<file path="src/rtl/div_seq.sv">
// Sequential radix-2 restoring divider, one quotient bit per cycle.
// Signed/unsigned operands, divide-by-zero shortcut, and in-flight annul.
module div_seq #(
  parameter int unsigned WIDTH = 32
) (
  input  logic                 clk,
  input  logic                 rst,
  input  logic                 start_i,
  input  logic                 signed_div_i,
  input  logic [WIDTH-1:0]     opdata1_i,
  input  logic [WIDTH-1:0]     opdata2_i,
  input  logic                 annul_i,
  output logic [2*WIDTH-1:0]   result_o,
  output logic                 ready_o,
  output logic                 busy_o
);

  localparam int unsigned CW = $clog2(WIDTH);

  typedef enum logic [1:0] {S_IDLE, S_BUSY, S_DZERO, S_DONE} state_t;

  state_t           r_state;
  state_t           w_next;
  logic             r_signed;
  logic             r_s1;
  logic             r_s2;
  logic             r_dz;
  logic [WIDTH-1:0] r_dvd;
  logic [WIDTH-1:0] r_dsr;
  logic [WIDTH-1:0] r_raw1;
  logic [WIDTH-1:0] r_rem;
  logic [CW-1:0]    r_cnt;

  logic             w_accept;
  logic             w_s1;
  logic             w_s2;
  logic [WIDTH-1:0] w_mag1;
  logic [WIDTH-1:0] w_mag2;
  logic [WIDTH:0]   w_shift;
  logic [WIDTH:0]   w_trial;
  logic [WIDTH-1:0] w_q;
  logic [WIDTH-1:0] w_r;

  assign w_accept = (r_state == S_IDLE) && start_i && !annul_i;
  assign w_s1     = signed_div_i & opdata1_i[WIDTH-1];
  assign w_s2     = signed_div_i & opdata2_i[WIDTH-1];
  assign w_mag1   = w_s1 ? -opdata1_i : opdata1_i;
  assign w_mag2   = w_s2 ? -opdata2_i : opdata2_i;

  // Remainder stays below the divisor, so a 33-bit trial never wraps.
  assign w_shift  = {r_rem, r_dvd[WIDTH-1]};
  assign w_trial  = w_shift - {1'b0, r_dsr};

  assign w_q = (r_signed && (r_s1 ^ r_s2)) ? -r_dvd : r_dvd;
  assign w_r = (r_signed && r_s1)          ? -r_rem : r_rem;

  always_ff @(posedge clk or negedge rst) begin
    if (!rst) r_state <= S_IDLE;
    else      r_state <= w_next;
  end

  always_comb begin
    w_next = r_state;
    case (r_state)
      S_IDLE:  if (w_accept) w_next = (opdata2_i == '0) ? S_DZERO : S_BUSY;
      S_BUSY: begin
        if (annul_i)                        w_next = S_IDLE;
        else if (r_cnt == CW'(WIDTH - 1))   w_next = S_DONE;
      end
      S_DZERO: w_next = annul_i ? S_IDLE : S_DONE;
      S_DONE:  w_next = S_IDLE;
      default: w_next = S_IDLE;
    endcase
  end

  always_ff @(posedge clk or negedge rst) begin
    if (!rst) begin
      r_signed <= 1'b0;
      r_s1     <= 1'b0;
      r_s2     <= 1'b0;
      r_dz     <= 1'b0;
      r_dvd    <= '0;
      r_dsr    <= '0;
      r_raw1   <= '0;
      r_rem    <= '0;
      r_cnt    <= '0;
      result_o <= '0;
      ready_o  <= 1'b0;
      busy_o   <= 1'b0;
    end else begin
      ready_o <= 1'b0;
      busy_o  <= (w_next == S_BUSY) || (w_next == S_DZERO);
      case (r_state)
        S_IDLE: begin
          if (w_accept) begin
            r_signed <= signed_div_i;
            r_s1     <= w_s1;
            r_s2     <= w_s2;
            r_dvd    <= w_mag1;
            r_dsr    <= w_mag2;
            r_raw1   <= opdata1_i;
            r_rem    <= '0;
            r_cnt    <= '0;
            r_dz     <= 1'b0;
          end
        end
        S_BUSY: begin
          if (!annul_i) begin
            r_rem <= w_trial[WIDTH] ? w_shift[WIDTH-1:0] : w_trial[WIDTH-1:0];
            r_dvd <= {r_dvd[WIDTH-2:0], ~w_trial[WIDTH]};
            r_cnt <= r_cnt + 1'b1;
          end
        end
        S_DZERO: begin
          // Divide-by-zero reports the raw dividend and bypasses sign correction.
          r_dvd <= '1;
          r_rem <= r_raw1;
          r_dz  <= 1'b1;
        end
        S_DONE: begin
          if (!annul_i) begin
            ready_o  <= 1'b1;
            result_o <= r_dz ? {r_rem, r_dvd} : {w_r, w_q};
          end
        end
        default: ;
      endcase
    end
  end

endmodule

</file>
<file path="config.mk">
export PLATFORM = sky130hd
export DESIGN_NAME = div_seq
export DESIGN_NICKNAME = d
export VERILOG_FILES = /design/src/rtl/div_seq.sv
export SDC_FILE = /design/constraint.sdc
export NUM_CORES = 1
export LEC_CHECK = 0
export BUFFER_PORTS_ARGS = -buffer_cell sky130_fd_sc_hd__buf_2
export CORE_AREA = 4 4 185 187
export CTS_CLUSTER_DIAMETER = 100
export DETAILED_ROUTE_END_ITERATION = 6
export DIE_AREA = 0 0 189 191
export PLACE_DENSITY_LB_ADDON = 0.3
export SYNTH_ARGS = -nofsm -noshare
export SYNTH_HDL_FRONTEND = slang
export SYNTH_SLANG_ARGS = --single-unit
</file>
<file path="constraint.sdc">
create_clock -name clk -period 7.8 [get_ports clk]
set_input_delay 1.56 -clock clk [delete_from_list [all_inputs] [get_ports clk]]
set_output_delay 1.56 -clock clk [all_outputs]
set_load 0.05 [all_outputs]
</file>
* After elaboration in Yosys (flattened, before gate mapping)
Index checks and enable logic that the tools add are counted.
Word-level totals: flip-flop bits (word level) 205, bits of input ports 69, output and inout port bits 66, logic and storage cells 73
Cells by class: add/subtract/negate cells 6, equality and inequality tests 8, mux-type cells 25, bitwise gates (word level) 5, reductions and logical operators 16
Operator list (count):
- $mux W32 | 9
- $pmux W32 S3 | 2
- $neg A32 Y32 | 4
- $mux W64 | 1
- $sub A33 B32 Y33 | 1
- $logic_not A32 Y1 | 1
- $mux W2 | 5
- $mux W5 | 2
- $pmux W5 S2 | 1
- $pmux W2 S4 | 1
- $eq A2 B2 Y1 const B | 3
- $reduce_and A2 Y1 | 3
- $reduce_and A3 Y1 | 2
- $add A5 B1 Y5 const B | 1
- $eq A5 B5 Y1 const B | 1
- $eq A2 B1 Y1 const B | 2
- $logic_and A1 B1 Y1 | 4
- $ne A2 B2 Y1 const B | 2
- $reduce_bool A2 Y1 | 2
- $mux W1 | 3
- $reduce_bool A3 Y1 | 1
- $and A1 B1 Y1 | 2
- $logic_not A2 Y1 | 1
- $not A1 Y1 | 2
- other kinds (4) | 4

* Logic depth before layout (Yosys ltp)
depth in word-level cells 7, gate-level depth with buffers 14, gate-level depth less buffers 12

* Worst setup path before layout
No wires, ideal clock.
path type input to register, start in opdata2_i[17], end reg r_dsr[30], library setup time 0.133 ns, arrival time 3.416 ns, required time 7.667 ns, setup slack 4.251 ns, stages 9, path buffers 0, path through or3_1 or3_1 nor4_1 nand2b_1 nor2_1 nand3_1 o41ai_1 xor2_1 o21ai_0
Between the ends: cells in the longest elaborated chain, start to end 2
Ends and longest elaborated chain:
- from (decl) | RTL line 11 | input logic [WIDTH-1:0] opdata2_i,
- $neg A32 Y32 | RTL line 48 | assign w_mag2 = w_s2 ? -opdata2_i : opdata2_i;
- $mux W32 | RTL line 48
- to (signal assigned) | RTL line 100 | r_dsr <= w_mag2;
- to (decl) | RTL line 29 | logic [WIDTH-1:0] r_dsr;
Every way passes these cells. A chain may end at the register's enable or synchronous reset.

* Final worst setup path
start reg r_dvd[31], end reg r_rem[22]
Between the ends: cells in the longest elaborated chain, start to end 4
Ends and longest elaborated chain:
- from (decl) | RTL line 28 | logic [WIDTH-1:0] r_dvd;
- from (signal assigned) | RTL line 99 | r_dvd <= w_mag1;
- from (signal assigned) | RTL line 110 | r_dvd <= {r_dvd[WIDTH-2:0], ~w_trial[WIDTH]};
- $sub A33 B32 Y33 | RTL line 52 | assign w_trial = w_shift - {1'b0, r_dsr};
- $mux W32 | RTL line 109 | r_rem <= w_trial[WIDTH] ? w_shift[WIDTH-1:0] : w_trial[WIDTH-1:0];
- $mux W32 | RTL line 108 | if (!annul_i) begin
- $pmux W32 S3 | RTL line 93 | case (r_state)
- to (signal assigned) | RTL line 109
- to (signal assigned) | RTL line 117 | r_rem <= r_raw1;
- to (decl) | RTL line 31 | logic [WIDTH-1:0] r_rem;
Every way passes these cells. The select of a mux whose other input is x is not followed.

==> run_results.csv <==
group,metric,value,unit
run_status,status,"finished clean",
critical_path,slowest_stage,"nand2b_2",
sta,skew,17.2,ps
critical_path,end_kind,"register",
synth,synthArstFlopShare,100,%
drt,finalWirelength,37800,µm
sta,slew_headroom,27.1,%
critical_path,cp.arrival,4330,ps
power_and_ir_drop,power_leakage,6.62,nW
clock_network,cts_tree,"yes",
placed_design,io_buffers,134,
global_route,grt_pass1_wl,60400,µm
floorplanning,fp.dieH,191,µm
drt,firstDrtPassIters,5,
sta,rsz0062_at_grt,"no",
synth,seq_area_frac_synth,39.6,%
synth,synth_ff_type,"dfrtp_1",
floorplanning,start_util,39.9,%
placed_design,post-dp-hpwl,27800,µm
global_route,grt-ovfl-total,0,
clock_network,cts.path.max_buffers,3,
hold_path,hp-class,"register to register",
sta,tightest_slew,1090,ps
drt,vias_per_cell,5.42,
drt,drc,0,
floorplanning,io-pin-count,135,
drt,final_antenna_net_count,0,
clock_network,clock_latency,540,ps
critical_path,critPathLaunchType,"register",
synth,syn_nets,1636,
floorplanning,die-area,0.0361,mm²
floorplanning,fp.dieW,189,µm
sta,slew_violations,0,
cells_and_area,final_area,0.0147,mm²
sta,min_period,3900,ps
synth,syn_area,0.0129,mm²
synth,ys_ff_latch,205,
cells_and_area,final_common_cell,"o21ai_0",
sta,hold_viol_final,0,
placed_design,place.gp.congestion,0.904,
synth,avgSynthCellArea,8.50,µm²
global_route,track_usage,20.5,%
critical_path,critical-path-max-stage-delay,630,ps
drt,drtIter0Drc,824,
synth,syn_inst,1522,
synth,synth_cell_types,67,
clock_network,cts.clk_slew.worst_paths,60,ps
floorplanning,rows,66,
clock_network,cts_resized,0,
power_and_ir_drop,powerDensity,507,mW/mm²
power_and_ir_drop,power.total,7.47,mW
global_route,grt_pass1_vias,10700,
cells_and_area,final_nets,1722,
cells_and_area,final_cell_mix,"207 x o21ai_0, 205 x dfrtp_1, 204 x nand2_1",
job,maxCapViolations,0,
critical_path,crit_fanout,28,
clock_network,cts.sinks,205,
global_route,grt_max_degree,133,
drt,vias,11200,
clock_network,hold_buffers,0,
synth,ys.warnings.count,0,
synth,yosys.area.top_type,"dfrtp_1",
sta,max_freq,256,MHz
synth,synthTopCellsByArea,"dfrtp_1 40%, o21ai_0 8.0%, nand2_1 5.9%",
critical_path,cp_cell_sequence,"inv_1 -> ha_1 -> fa_1 -> nor2b_1 -> o31ai_1 -> a21oi_1 -> o2111ai_1 -> and4_4 -> or4_4 -> nand2b_2 -> nand2_1 -> o221ai_1",
floorplanning,core_area,0.0325,mm²
placed_design,placed_area,0.0139,mm²
drt,routedWlPerCell,18.2,µm
sta,setup_viol,0,
clock_network,cts_setup_buffers,0,
power_and_ir_drop,ir_drop,0.000282,V
critical_path,required,8230,ps
clock_network,cts-buffers-inserted,25,
clock_network,htreeDepth,1,
sta,finalSetupTns,0,ps
cells_and_area,syn_to_final_growth,13.8,%
global_route,antenna_found_initial,2,
sta,timing.final.crit_share,50.1,%
clock_network,clockRootBuffer,"clkbuf_16",
sta,whs,472,ps
critical_path,path_class,"register to register",
synth,synth_edf_count,0,
synth,synth_top_cell_area_share,39.6,%
cells_and_area,drive_gt1_share,14.0,%
==> cell type report <==
type,instances,area (µm²)
flip-flops and latches,205,5130
inverters,56,210
fillers,3222,17700
diodes,2,5.00
clock buffers,41,776
multi-input cells,1177,7260
repair buffers,143,747
well taps,442,553
clock inverters,5,40.0
==> Yosys cell counts (5+ instances only) <==
cell type and n:
a21o_1 12, a21oi_1 144, a31oi_1 10, and2_1 10
and3_1 11, clkbuf_1 72, dfrtp_1 205, ha_1 44
inv_1 56, mux2_2 31, mux2i_1 24, nand2_1 205
nand2b_1 12, nand3_1 15, nand3b_1 5, nand4_1 9
nor2_1 112, nor3_1 14, nor3b_1 5, nor4_1 12
o211ai_1 5, o21a_1 8, o21ai_0 207, o22ai_1 19
o31ai_1 24, o41ai_1 11, or2_2 6, or3_1 13
or4_1 7, xnor2_1 71, xor2_1 76
==> where the power goes <==
part | switching [mW] | leakage (nW) | internal, mW
Combinational | 2.69 | 3.65 | 1.53
Clock | 0.463 | 0.406 | 0.679
Sequential | 0.540 | 2.56 | 1.57
Total | 3.69 | 6.62 | 3.78
==> flip-flops by register name, summed over array words and instances, names as in the netlist <==
register	count
result_o	64
r_dsr	32
r_dvd	32
r_raw1	32
r_rem	32
r_cnt	5
r_state	2
busy_o	1
r_dz	1
r_s1	1
r_s2	1
r_signed	1
ready_o	1
==> critical path: cells and delay by family, from the launching register on <==
| kind | cells | cell delay [ps] |
|---|---|---|
| flip-flops | 1 | 400 |
| AND/OR/NAND/NOR | 5 | 1880 |
| adder cells (fa/ha/maj) | 2 | 650 |
| buffers and inverters | 1 | 80 |
| AO/OA/AOI/OAI | 4 | 790 |
==> metrics by stage <==
step	worst slack, ps	instances	utilization [%]
global route	3600	2070	45.4
floorplan	4250	1522	-
global placement	3720	2023	42.8
detailed placement	3650	2023	42.8
CTS	3960	2069	45.4
finish	3900	2071	45.4
==> cell families (layout without fill, tap and decap cells) <==
family	Yosys count	count (layout)	share of synthesized area (%)
flip-flops	205	205	39.6
AO/OA/AOI/OAI	475	475	21.0
adder cells (fa/ha/maj)	45	45	4.41
AND/OR/NAND/NOR	455	455	16.1
XOR/XNOR	147	147	9.95
other	0	2	0
buffers and inverters	140	245	4.39
multiplexers	55	55	4.55
==> worst paths after layout <==
check | slack [ps] | start | cells after the start | end
min in group asynchronous | 1220 | rst | 1 | r_cnt[4]$_DFFE_PN0P_
max | 3900 | r_dvd[31]$_DFFE_PN0P_ | 12 | r_rem[22]$_DFFE_PN0P_
max in group asynchronous | 4960 | rst | 2 | result_o[53]$_DFFE_PN0P_
min | 470 | result_o[10]$_DFFE_PN0P_ | 2 | result_o[10]$_DFFE_PN0P_
max reg2reg | 3900 | r_dvd[31]$_DFFE_PN0P_ | 12 | r_rem[22]$_DFFE_PN0P_
min reg2reg | 470 | result_o[10]$_DFFE_PN0P_ | 2 | result_o[10]$_DFFE_PN0P_
==> routing by layer <==
layer / vias up / track usage (%) / wire length, µm
met5: - / 0 / 12
met4: 2 / 3.81 / 579
met3: 36 / 3.87 / 2450
met2: 333 / 32.6 / 17000
met1: 5318 / 29.6 / 17800
li1: 5531 / - / -
(Power assumes the default switching activity.)
